--- src/rtl/mips_cpu_bridge_pkg.sv ---
// ---------------------------------------------------------------------------
// mips_cpu_bridge_pkg
// Shared definitions for the MIPS core <-> Avalon-MM memory bridge:
//   - bridge_state_t : bridge FSM states
//   - OP_*           : MIPS load/store primary opcodes (instr[31:26])
//   - BYTEEN_FULL    : all four byte lanes enabled
// ---------------------------------------------------------------------------
package mips_cpu_bridge_pkg;

  typedef enum logic [2:0] {
    IDLE,
    FETCH,
    DATA,
    COMMIT,
    HALT
  } bridge_state_t;

  localparam logic [5:0] OP_LB  = 6'h20;
  localparam logic [5:0] OP_LH  = 6'h21;
  localparam logic [5:0] OP_LW  = 6'h23;
  localparam logic [5:0] OP_LBU = 6'h24;
  localparam logic [5:0] OP_LHU = 6'h25;
  localparam logic [5:0] OP_SB  = 6'h28;
  localparam logic [5:0] OP_SH  = 6'h29;
  localparam logic [5:0] OP_SW  = 6'h2B;

  localparam logic [3:0] BYTEEN_FULL = 4'hF;

endpackage

--- src/rtl/mips_cpu_bridge_byteen.sv ---
// ---------------------------------------------------------------------------
// mips_cpu_bridge_byteen
// Combinational byte-lane decoder for sub-word stores.
//   i_opcode      : primary opcode of the latched instruction
//   i_addrLsb     : data address bits [1:0]
//   i_writedata   : store data from the core (value in the low bits)
//   o_byteenable  : Avalon byte lanes for the access
//   o_writedata   : store data replicated onto every lane
// SB/SH replicate the low byte/half so the slave sees the value on whichever
// lane the byteenable selects; every other access is a full word.
// ---------------------------------------------------------------------------
module mips_cpu_bridge_byteen
  import mips_cpu_bridge_pkg::*;
(
  input  logic [5:0]  i_opcode,
  input  logic [1:0]  i_addrLsb,
  input  logic [31:0] i_writedata,
  output logic [3:0]  o_byteenable,
  output logic [31:0] o_writedata
);

  always_comb begin
    o_byteenable = BYTEEN_FULL;
    o_writedata  = i_writedata;
    case (i_opcode)
      OP_SB: begin
        o_byteenable = 4'b0001 << i_addrLsb;
        o_writedata  = {4{i_writedata[7:0]}};
      end
      OP_SH: begin
        o_byteenable = 4'b0011 << {i_addrLsb[1], 1'b0};
        o_writedata  = {2{i_writedata[15:0]}};
      end
      default: begin
      end
    endcase
  end

endmodule

--- src/rtl/mips_cpu_mem_bridge.sv ---
// ---------------------------------------------------------------------------
// mips_cpu_mem_bridge
// Serialises a Harvard MIPS core onto one Avalon-MM bus with waitrequest:
// each instruction is an instruction fetch, a decision cycle, an optional data
// access and a one-cycle commit strobe (core_clk_enable).
//
// Ports
//   clk, reset (async, active-low)
//   core_*  : core instruction/data ports, latched readdata, commit strobe
//   avm_*   : Avalon-MM master (address, read, write, writedata, byteenable,
//             readdata, waitrequest)
//   bus_error : sticky flag, set when a request stalls WAIT_TIMEOUT cycles
// Parameters
//   WAIT_TIMEOUT : stall cycles before bus_error (0 = never time out)
// Build option
//   MIPS_BRIDGE_BYTEEN_EN : when defined, SB/SH get narrow byteenables and
//   lane-replicated writedata; otherwise every access is a full word.
// ---------------------------------------------------------------------------
module mips_cpu_mem_bridge
  import mips_cpu_bridge_pkg::*;
#(
  parameter int unsigned WAIT_TIMEOUT = 1024
) (
  input  logic        clk,
  input  logic        reset,
  input  logic        core_active,
  input  logic [31:0] core_instr_address,
  output logic [31:0] core_instr_readdata,
  input  logic [31:0] core_data_address,
  input  logic        core_data_read,
  input  logic        core_data_write,
  input  logic [31:0] core_data_writedata,
  output logic [31:0] core_data_readdata,
  output logic        core_clk_enable,
  output logic [31:0] avm_address,
  output logic        avm_read,
  output logic        avm_write,
  output logic [31:0] avm_writedata,
  output logic [3:0]  avm_byteenable,
  input  logic [31:0] avm_readdata,
  input  logic        avm_waitrequest,
  output logic        bus_error
);

  bridge_state_t r_state;
  logic          r_fetchDone;
  logic          r_avmRead;
  logic          r_avmWrite;
  logic [31:0]   r_instr;
  logic [31:0]   r_loadData;
  logic          r_clkEn;
  logic          r_busError;
  logic [31:0]   r_waitCnt;

  logic          w_strobe;
  logic          w_inData;
  logic          w_timeout;
  logic [3:0]    w_dataBe;
  logic [31:0]   w_dataWd;
  logic          w_unusedAddrLsb;

`ifdef MIPS_BRIDGE_BYTEEN_EN
  mips_cpu_bridge_byteen u_byteen (
    .i_opcode     (r_instr[31:26]),
    .i_addrLsb    (core_data_address[1:0]),
    .i_writedata  (core_data_writedata),
    .o_byteenable (w_dataBe),
    .o_writedata  (w_dataWd)
  );
`else
  assign w_dataBe = BYTEEN_FULL;
  assign w_dataWd = core_data_writedata;
`endif

  // Word alignment is done on the bus side; the low address bits only matter
  // to the byte-lane decoder.
  assign w_unusedAddrLsb = ^{core_instr_address[1:0], core_data_address[1:0]};

  assign w_strobe  = r_avmRead | r_avmWrite;
  assign w_inData  = (r_state == DATA);
  assign w_timeout = (WAIT_TIMEOUT != 0) && (r_waitCnt == WAIT_TIMEOUT - 1);

  // The core holds its PC and data-port signals stable until it is clocked,
  // so the request fields can follow them directly while a strobe is held.
  // The fetch address must come live from the core because the PC only
  // advances on the same edge that starts the next FETCH.
  assign avm_address    = !w_strobe ? 32'h0 :
                          w_inData  ? {core_data_address[31:2], 2'b00} :
                                      {core_instr_address[31:2], 2'b00};
  assign avm_byteenable = !w_strobe ? 4'h0 : (w_inData ? w_dataBe : BYTEEN_FULL);
  assign avm_writedata  = r_avmWrite ? w_dataWd : 32'h0;
  assign avm_read       = r_avmRead;
  assign avm_write      = r_avmWrite;

  assign core_instr_readdata = r_instr;
  assign core_data_readdata  = r_loadData;
  assign core_clk_enable     = r_clkEn;
  assign bus_error           = r_busError;

  // Bridge FSM. Strobes and the commit pulse are registered and set on the
  // transition into the state that owns them. FETCH has two sub-phases: the
  // bus read, then (r_fetchDone) one decision cycle so the core's data-port
  // request is evaluated on the newly latched instruction.
  always_ff @(posedge clk or negedge reset) begin
    if (!reset) begin
      r_state     <= IDLE;
      r_fetchDone <= 1'b0;
      r_avmRead   <= 1'b0;
      r_avmWrite  <= 1'b0;
      r_instr     <= 32'h0;
      r_loadData  <= 32'h0;
      r_clkEn     <= 1'b0;
      r_busError  <= 1'b0;
      r_waitCnt   <= 32'h0;
    end else begin
      r_clkEn <= 1'b0;
      case (r_state)
        IDLE: begin
          r_state   <= FETCH;
          r_avmRead <= 1'b1;
        end
        FETCH: begin
          if (!r_fetchDone) begin
            if (avm_waitrequest) begin
              if (w_timeout) begin
                r_busError <= 1'b1;
                r_avmRead  <= 1'b0;
                r_waitCnt  <= r_waitCnt + 32'd1;
                r_state    <= HALT;
              end else if (WAIT_TIMEOUT != 0) begin
                r_waitCnt <= r_waitCnt + 32'd1;
              end
            end else begin
              r_instr     <= avm_readdata;
              r_avmRead   <= 1'b0;
              r_fetchDone <= 1'b1;
              r_waitCnt   <= 32'h0;
            end
          end else begin
            r_fetchDone <= 1'b0;
            if (core_data_read | core_data_write) begin
              r_state    <= DATA;
              r_avmWrite <= core_data_write;
              r_avmRead  <= ~core_data_write;
            end else begin
              r_state <= COMMIT;
              r_clkEn <= 1'b1;
            end
          end
        end
        DATA: begin
          if (avm_waitrequest) begin
            if (w_timeout) begin
              r_busError <= 1'b1;
              r_avmRead  <= 1'b0;
              r_avmWrite <= 1'b0;
              r_waitCnt  <= r_waitCnt + 32'd1;
              r_state    <= HALT;
            end else if (WAIT_TIMEOUT != 0) begin
              r_waitCnt <= r_waitCnt + 32'd1;
            end
          end else begin
            if (r_avmRead) begin
              r_loadData <= avm_readdata;
            end
            r_avmRead  <= 1'b0;
            r_avmWrite <= 1'b0;
            r_waitCnt  <= 32'h0;
            r_state    <= COMMIT;
            r_clkEn    <= 1'b1;
          end
        end
        COMMIT: begin
          if (core_active) begin
            r_state   <= FETCH;
            r_avmRead <= 1'b1;
          end else begin
            r_state <= HALT;
          end
        end
        HALT: begin
        end
        default: begin
          r_state <= HALT;
        end
      endcase
    end
  end

endmodule

--- config.mk ---
export PLATFORM = sky130hd
export DESIGN_NAME = mips_cpu_mem_bridge
export DESIGN_NICKNAME = d
export VERILOG_FILES = /design/src/rtl/mips_cpu_bridge_pkg.sv /design/src/rtl/mips_cpu_bridge_byteen.sv /design/src/rtl/mips_cpu_mem_bridge.sv
export SDC_FILE = /design/constraint.sdc
export NUM_CORES = 1
export LEC_CHECK = 0
export ABC_CLOCK_PERIOD_IN_PS = 2160
export CAP_MARGIN = 20
export CORE_UTILIZATION = 37
export CTS_CLUSTER_DIAMETER = 30
export CTS_CLUSTER_SIZE = 30
export DETAILED_ROUTE_END_ITERATION = 10
export PLACE_DENSITY = 0.77
export SYNTH_ARGS = -nofsm -noshare
export SYNTH_HDL_FRONTEND = slang
export SYNTH_SLANG_ARGS = --single-unit
--- constraint.sdc ---
create_clock -name clk -period 2.16 [get_ports clk]
set_input_delay 0.432 -clock clk [delete_from_list [all_inputs] [get_ports clk]]
set_output_delay 0.432 -clock clk [all_outputs]
set_load 0.05 [all_outputs]
### Word level (Yosys, flattened, before mapping)

Index checks and enable logic that the tools add are counted.

* register bits after elaboration: 104
* word-level logic and storage cells: 71
* output and inout bits: 136
* bits of input ports: 134

* muxes and demuxes: 34
* eq/ne operators: 12
* bitwise logic cells: 6
* reductions and logical operators: 9
* add/sub/neg operators: 1

Operator list (number)
* 32-bit two-way mux: 5
* 32-bit case mux with 2 select lines: 1
* 32-bit by 1-bit adder with 32-bit output, second input constant: 1
* 32-bit by 10-bit == test with 1-bit output, second input constant: 1
* 1-bit two-way mux: 17
* 3-bit two-way mux: 5
* 3-bit case mux with 5 select lines: 1
* 3-bit AND reduction: 3
* 2-bit != test, second input constant: 4
* 3-bit by 2-bit == test with 1-bit output, second input constant: 2
* 3-bit != test, second input constant: 2
* 1-bit case mux with 2 select lines: 3
* 4-bit two-way mux: 1
* 1-bit inverter: 4
* 1-bit case mux with 4 select lines: 1
* 2-bit AND reduction: 2
* 4-bit AND reduction: 1
* 4-bit nonzero test: 1
* 3-bit by 1-bit == test with 1-bit output, second input constant: 1
* 3-bit == test, second input constant: 1
* 3-bit logical NOT: 1
* 3-bit by 2-bit != test with 1-bit output, second input constant: 1
* 1-bit bitwise OR: 2
* 2-bit nonzero test: 1

### Logic depth before layout (Yosys ltp)

Gate-level depths: netlist of run 1.

* depth in word-level cells: 5
* gate-level depth with buffers: 7
* mapped depth without buffers: 5

### Least setup slack after synthesis of run 1

OpenSTA, ideal clock, no wires.

* path type: reg-to-output
* from: register r_state[2]
* to: output port avm_address[10]
* required time: 1.728 ns
* stages on the path, launching flop included: 6
* arrival: 2.059 ns
* path slack: -0.331 ns
* buffers on the path: 2
* path through: dfrtp_1 > clkbuf_1 > nor3b_2 > clkbuf_1 > nand2_1 > a21oi_1

* word-level cells in the longest chain between the ends: 3

Ends and longest elaborated chain
* from (decl): RTL line mips_cpu_mem_bridge.sv:45 `bridge_state_t r_state;`
* from (signal assigned): RTL line mips_cpu_mem_bridge.sv:106 `r_state <= IDLE;`
* from (signal assigned): RTL line mips_cpu_mem_bridge.sv:119 `r_state <= FETCH;`
* from (signal assigned): RTL line mips_cpu_mem_bridge.sv:129 `r_state <= HALT;`
* 3-bit by 2-bit == test with 1-bit output: RTL line mips_cpu_mem_bridge.sv:80 `assign w_inData = (r_state == DATA);`
* 32-bit two-way mux: RTL line mips_cpu_mem_bridge.sv:88 `w_inData ? {core_data_address[31:2], 2'b00} :`
* 32-bit two-way mux: RTL line mips_cpu_mem_bridge.sv:87 `assign avm_address = !w_strobe ? 32'h0 :`
* to (decl): RTL line mips_cpu_mem_bridge.sv:35 `output logic [31:0] avm_address,`

No other way between the ends.

### Worst setup path after layout of run 1

* from: register r_state[2]
* to: output port avm_address[6]

Same word-level chain as after synthesis.

==> impl_metrics.toml, run 1 <==
[outcome]
outcome = "complete, but fails checks"
violations = "setup timing"

[logic_synthesis]
ys_ff_latch = 104
synth-simple-area-share_pct = 19.2
synth_fa_ha_area_share_pct = 0.235
synthXorXnorAreaFrac_pct = 0.493
syn_area_sq_um = 5330
synth_compound_area_share_pct = 12.4
ys_seq_area_share_pct = 48.8
synth_cell_type_count = 51
synth_top_family_by_area = "simple AND/OR/NAND/NOR gates"
synth-edff-count = 0
syn_area_per_cell_sq_um = 10.0
ys_async_sr_fraction_pct = 100
synth_mux_area_share_pct = 14.1
yosysWarnings = 0
synthesis.instances = 532
synth_top_flop_cell = "dfrtp_1"

[cells_and_area]
fin_area_sq_um = 9470
drive_above_1_share_pct = 32.8
n_antenna_cell = 0
layout_commonest_cell = "clkdlybuf4s50_1"
stdcell_count = 1002
final_cell_mix = "194 x clkdlybuf4s50_1, 104 x dfrtp_1, 77 x nand2_1, 64 x mux2_2, 44 x buf_4"
nNetsFinal = 953
final_util_pct = 67.7
area_delta_synth_final_pct = 77.6

[global_route]
grt_pass1_vias = 5457
grt_pass1_wl_microns = 27400
grt-ovfl-total = 0
grt_antenna_before_repair = 0
grt_use_total_pct = 23.5
grt_max_degree = 91

[timing]
finalWorstSetupSlack_ps = -146
fin_crit_sh_pct = 107
tns_ps = -3930
finalClockSkew_ps = 9.41
max_freq_mhz = 434
slew-limit-headroom_pct = 62.3
period_minus_slack_ps = 2310
hold_ws_ps = 480
hold_violations = 0
tightest_slew_ps = 551
finalMaxSlewViolations = 0
grt_setup_unrepaired = "true"
setup_viol = 36

[drt]
drt_first_pass_iters = 4
wl_per_cell_microns = 17.9
drt_iter0_markers = 274
avgViaCountPerCell = 5.31
post-route-drc-count = 0
wl_microns = 18000
drtAntennaViolNets = 0
vias = 5320

[worst_setup_path]
cp.depth = 6
r2r_slack_ps = -30
timing_worst_setup_path_type = "register to output port"
worst_ep_required_time_ps = 1730
crit_buf_inv = 3
start_kind = "register"
path_max_fanout = 32
max_stage_delay_ps = 440
crit_slowest_cell = "or3b_4"
rr_worst_depth = 6
r2r_end = "r_waitCnt[23]"
path_delay_family = "simple AND/OR/NAND/NOR gates"
crit_end = "avm_address[6]"
crit_arrival_ps = 1870
critPathLaunch = "r_state[2]"
path_cells = "buf_4, or3b_4, buf_12, nand2_1, a21oi_2, buf_6"
reg2reg_from = "r_state[1]"
crit_path_end_kind = "output port"

[power_and_ir_drop]
ir_worst_vdd_mv = 0.995
leakage_nw = 3.96
power_density_nw_per_um2 = 1310
total_power_mw = 12.4

[job]
cap_viol_max_count = 0

[cts]
cts.sinks = 104
ctsLongestPathBuffers = 2
numCtsBuffers = 9
cts_root_buffer = "clkbuf_16"
h-tree-depth = 3
clk_latency_ps = 350
clk_pin_slew_ps = 70
cts_tree = "built"

[floorplanning]
design.portCount = 270
dieArea_sq_um = 14900
initial_utilization_pct = 38.1
core_area_sq_um = 14000
rows = 43
fp.dieW_microns = 122
die_h_microns = 122

[placement]
placed_cell_area_sq_um = 8720
pre_cts_ws_ps = -16.9
io_buffers = 263
gp_congestion = 0.845
dp_hpwl_microns = 12800
dp_cells = 970

[min_path]
min-delay-path-class = "input pin to asynchronous set/reset pin"
==> layer usage <==
metal	global-route usage, %	part of all wire, %	up-vias
li1	-	-	2464
met1	25.4	37	2578
met2	41.4	51	247
met3	8.33	9.9	31
met4	9.76	2.2	0
met5	0	0	-
==> worst min path at each step <==
stage	startpoint	to	slack [ps]	cells after the start
6_report	reset	core_data_readdata[18]	480	2
4_1_cts	reset	core_data_readdata[18]	460	2
3_5_place_dp	reset	core_data_readdata[18]	300	1
3_3_place_gp	reset	core_data_readdata[18]	300	1
5_1_grt	reset	core_data_readdata[18]	490	2
2_1_floorplan	reset	avm_read	140	0
==> final cells by class <==
class                           instances  area [sq um]
Fill cell                            1019          4510
Timing Repair Buffer                  318          3560
Multi-Input combinational cell        375          2770
Sequential cell                       104          2600
Clock buffer                            9           225
Tap cell                              180           225
Clock inverter                          6          55.1
Inverter                               10          37.5
==> registers in the layout (all words and copies together) (netlist names) <==
name                 count
r_state                  3
core_instr_readdata     32
r_fetchDone              1
bus_error                1
avm_read                 1
r_waitCnt               32
avm_write                1
core_clk_enable          1
core_data_readdata      32
==> logic make-up (layout without fill, tap and decap cells) <==
family | count (synthesis) | in the layout
fa+ha+maj | 1 | 1
other cells | 1 | 2
simple gates | 194 | 194
buf+inv | 54 | 343
mux | 67 | 67
xor+xnor | 3 | 3
flops | 104 | 104
compound gates | 108 | 108
==> synth_stat cells (3+ instances only) <==
master / n / share of area (%)
nand4_1: 11 / 1.3
nand3_1: 12 / 1.1
mux2_2: 64 / 14
clkbuf_1: 25 / 1.8
o31ai_1: 13 / 1.8
nand2_1: 81 / 5.7
dfrtp_1: 104 / 49
and2_1: 34 / 4.0
xnor2_1: 3 / 0.49
buf_1: 4 / 0.28
nor2_1: 9 / 0.63
a21oi_1: 50 / 4.7
or4_1: 17 / 2.4
a31oi_1: 3 / 0.35
nand2b_1: 4 / 0.47
buf_4: 7 / 0.99
nor3_1: 3 / 0.28
or3_1: 4 / 0.47
inv_1: 10 / 0.70
buf_2: 6 / 0.56
nor4_1: 7 / 0.82
o21ai_0: 18 / 1.7
mux2i_1: 3 / 0.56
==> power breakdown <==
group / total [mW] / internal (mW) / switching (mW)
clock: 1.56 / 0.796 / 0.761
combinational: 7.55 / 3.04 / 4.51
sequential: 3.31 / 2.69 / 0.620
==> what timing repair did <==
action | in CTS | in global routing
resized for setup | 40 | 35
hold buffers | 1 | 0
pin swaps | 10 | 11
gates cloned | 3 | 2
hold endpoints to repair | 14 | 0
endpoints found under the setup margin | 33 | 56
buffers inserted | 6 | 6
No activity file was read; power rests on OpenSTA's default activity.
==> run 2, diff against run 1 <==
Settings changed: MAX_ROUTING_LAYER from default to met4.
==> impl_metrics.toml, run 2 (same netlist as run 1, synthesis figures left out) <==
[outcome]
outcome = "complete, but fails checks"
violations = "setup timing"

[timing]
finalMaxSlewViolations = 0
fin_crit_sh_pct = 107
grt_setup_unrepaired = "true"
finalClockSkew_ps = 9.26
period_minus_slack_ps = 2310
slew-limit-headroom_pct = 60.3
hold_violations = 0
tns_ps = -3850
tightest_slew_ps = 580
setup_viol = 36
finalWorstSetupSlack_ps = -146
max_freq_mhz = 434

[drt]
wl_microns = 18000
avgViaCountPerCell = 5.35
wl_per_cell_microns = 18.0
drt_iter0_markers = 314
vias = 5365
post-route-drc-count = 0
drtAntennaViolNets = 0
drt_first_pass_iters = 4

[cts]
h-tree-depth = 3
cts_root_buffer = "clkbuf_16"
cts_tree = "built"
cts.sinks = 104
clk_pin_slew_ps = 70
ctsLongestPathBuffers = 2
numCtsBuffers = 9
clk_latency_ps = 350

[global_route]
grt-ovfl-total = 0
grt_max_degree = 91
grt_antenna_before_repair = 0
grt_pass1_vias = 5482
grt_use_total_pct = 24.2
grt_pass1_wl_microns = 27300

[worst_setup_path]
reg2reg_from = "r_state[1]"
worst_ep_required_time_ps = 1730
start_kind = "register"
timing_worst_setup_path_type = "register to output port"
rr_worst_depth = 6
path_max_fanout = 32
crit_path_end_kind = "output port"
critPathLaunch = "r_state[2]"
crit_arrival_ps = 1870

[placement]
io_buffers = 263
gp_congestion = 0.858
dp_hpwl_microns = 12800
placed_cell_area_sq_um = 8720
dp_cells = 970

[cells_and_area]
nNetsFinal = 953
layout_commonest_cell = "clkdlybuf4s50_1"
area_delta_synth_final_pct = 77.6
drive_above_1_share_pct = 32.8
n_antenna_cell = 0
final_util_pct = 67.7
fin_area_sq_um = 9470
final_cell_mix = "194 x clkdlybuf4s50_1, 104 x dfrtp_1, 77 x nand2_1, 64 x mux2_2, 44 x buf_4"
stdcell_count = 1002

[min_path]
min-delay-path-class = "input pin to asynchronous set/reset pin"

[job]
cap_viol_max_count = 0

[power_and_ir_drop]
power_density_nw_per_um2 = 1310
ir_worst_vdd_mv = 0.995
leakage_nw = 3.96

[floorplanning]
fp.dieW_microns = 122
initial_utilization_pct = 38.1
die_h_microns = 122
design.portCount = 270
rows = 43
dieArea_sq_um = 14900
core_area_sq_um = 14000
==> run 2: cell counts in the layout (fill, tap and decap cells not counted) <==
Identical to the previous run, type by type.
==> run 2: worst paths after layout <==
path / end / slack, ps
max in group asynchronous: r_waitCnt[8] / 950
min in group clk: bus_error / 480
worst min register to register: bus_error / 480
worst max-delay path: avm_address[6] / -150
worst min-delay path: core_data_readdata[18] / 480
worst max register to register: r_waitCnt[23] / -30
==> run 2: layer usage <==
| layer | share of wire (%) | vias up | GRT usage, % |
|---|---|---|---|
| met5 | 0 | - | - |
| met4 | 2.2 | 0 | 8.84 |
| met2 | 51 | 253 | 41.3 |
| li1 | - | 2468 | - |
| met1 | 38 | 2606 | 26.2 |
| met3 | 9.0 | 38 | 7.58 |
==> run 2: power breakdown <==
group	switching (mW)	internal, mW
clock network	0.757	0.796
registers	0.622	2.69
logic	4.51	3.04
total	5.89	6.53
==> run 2: cell type report <==
type | count | area [sq um]
well taps | 180 | 225
multi-input cells | 375 | 2770
fillers | 1019 | 4510
clock inverters | 6 | 55.1
flip-flops and latches | 104 | 2600
inverters | 10 | 37.5
clock buffers | 9 | 225
repair buffers | 318 | 3560
==> run 2: repair_timing <==
item,CTS,global route
hold buffers,1,0
cloned,3,2
setup endpoints to repair,33,56
endpoints found under the hold margin,14,0
buffers inserted,6,6
gates resized for setup,40,35
pin swaps,10,11
==> run 2: critical path: stages (launching register included) <==
cell and delay (ps):
dfrtp_1 410, buf_4 150, or3b_4 440, buf_12 190
nand2_1 110, a21oi_2 70, buf_6 150
==> run 2: per-stage QoR <==
step	setup WS (ps)	power [mW]	hold WS [ps]
6_report	-146	12.4	480
5_1_grt	-204	13.0	494
4_1_cts	-130	12.3	458
3_5_place_dp	-16.9	10.6	300
3_3_place_gp	34.5	10.4	296
2_1_floorplan	-81.1	7.62	136
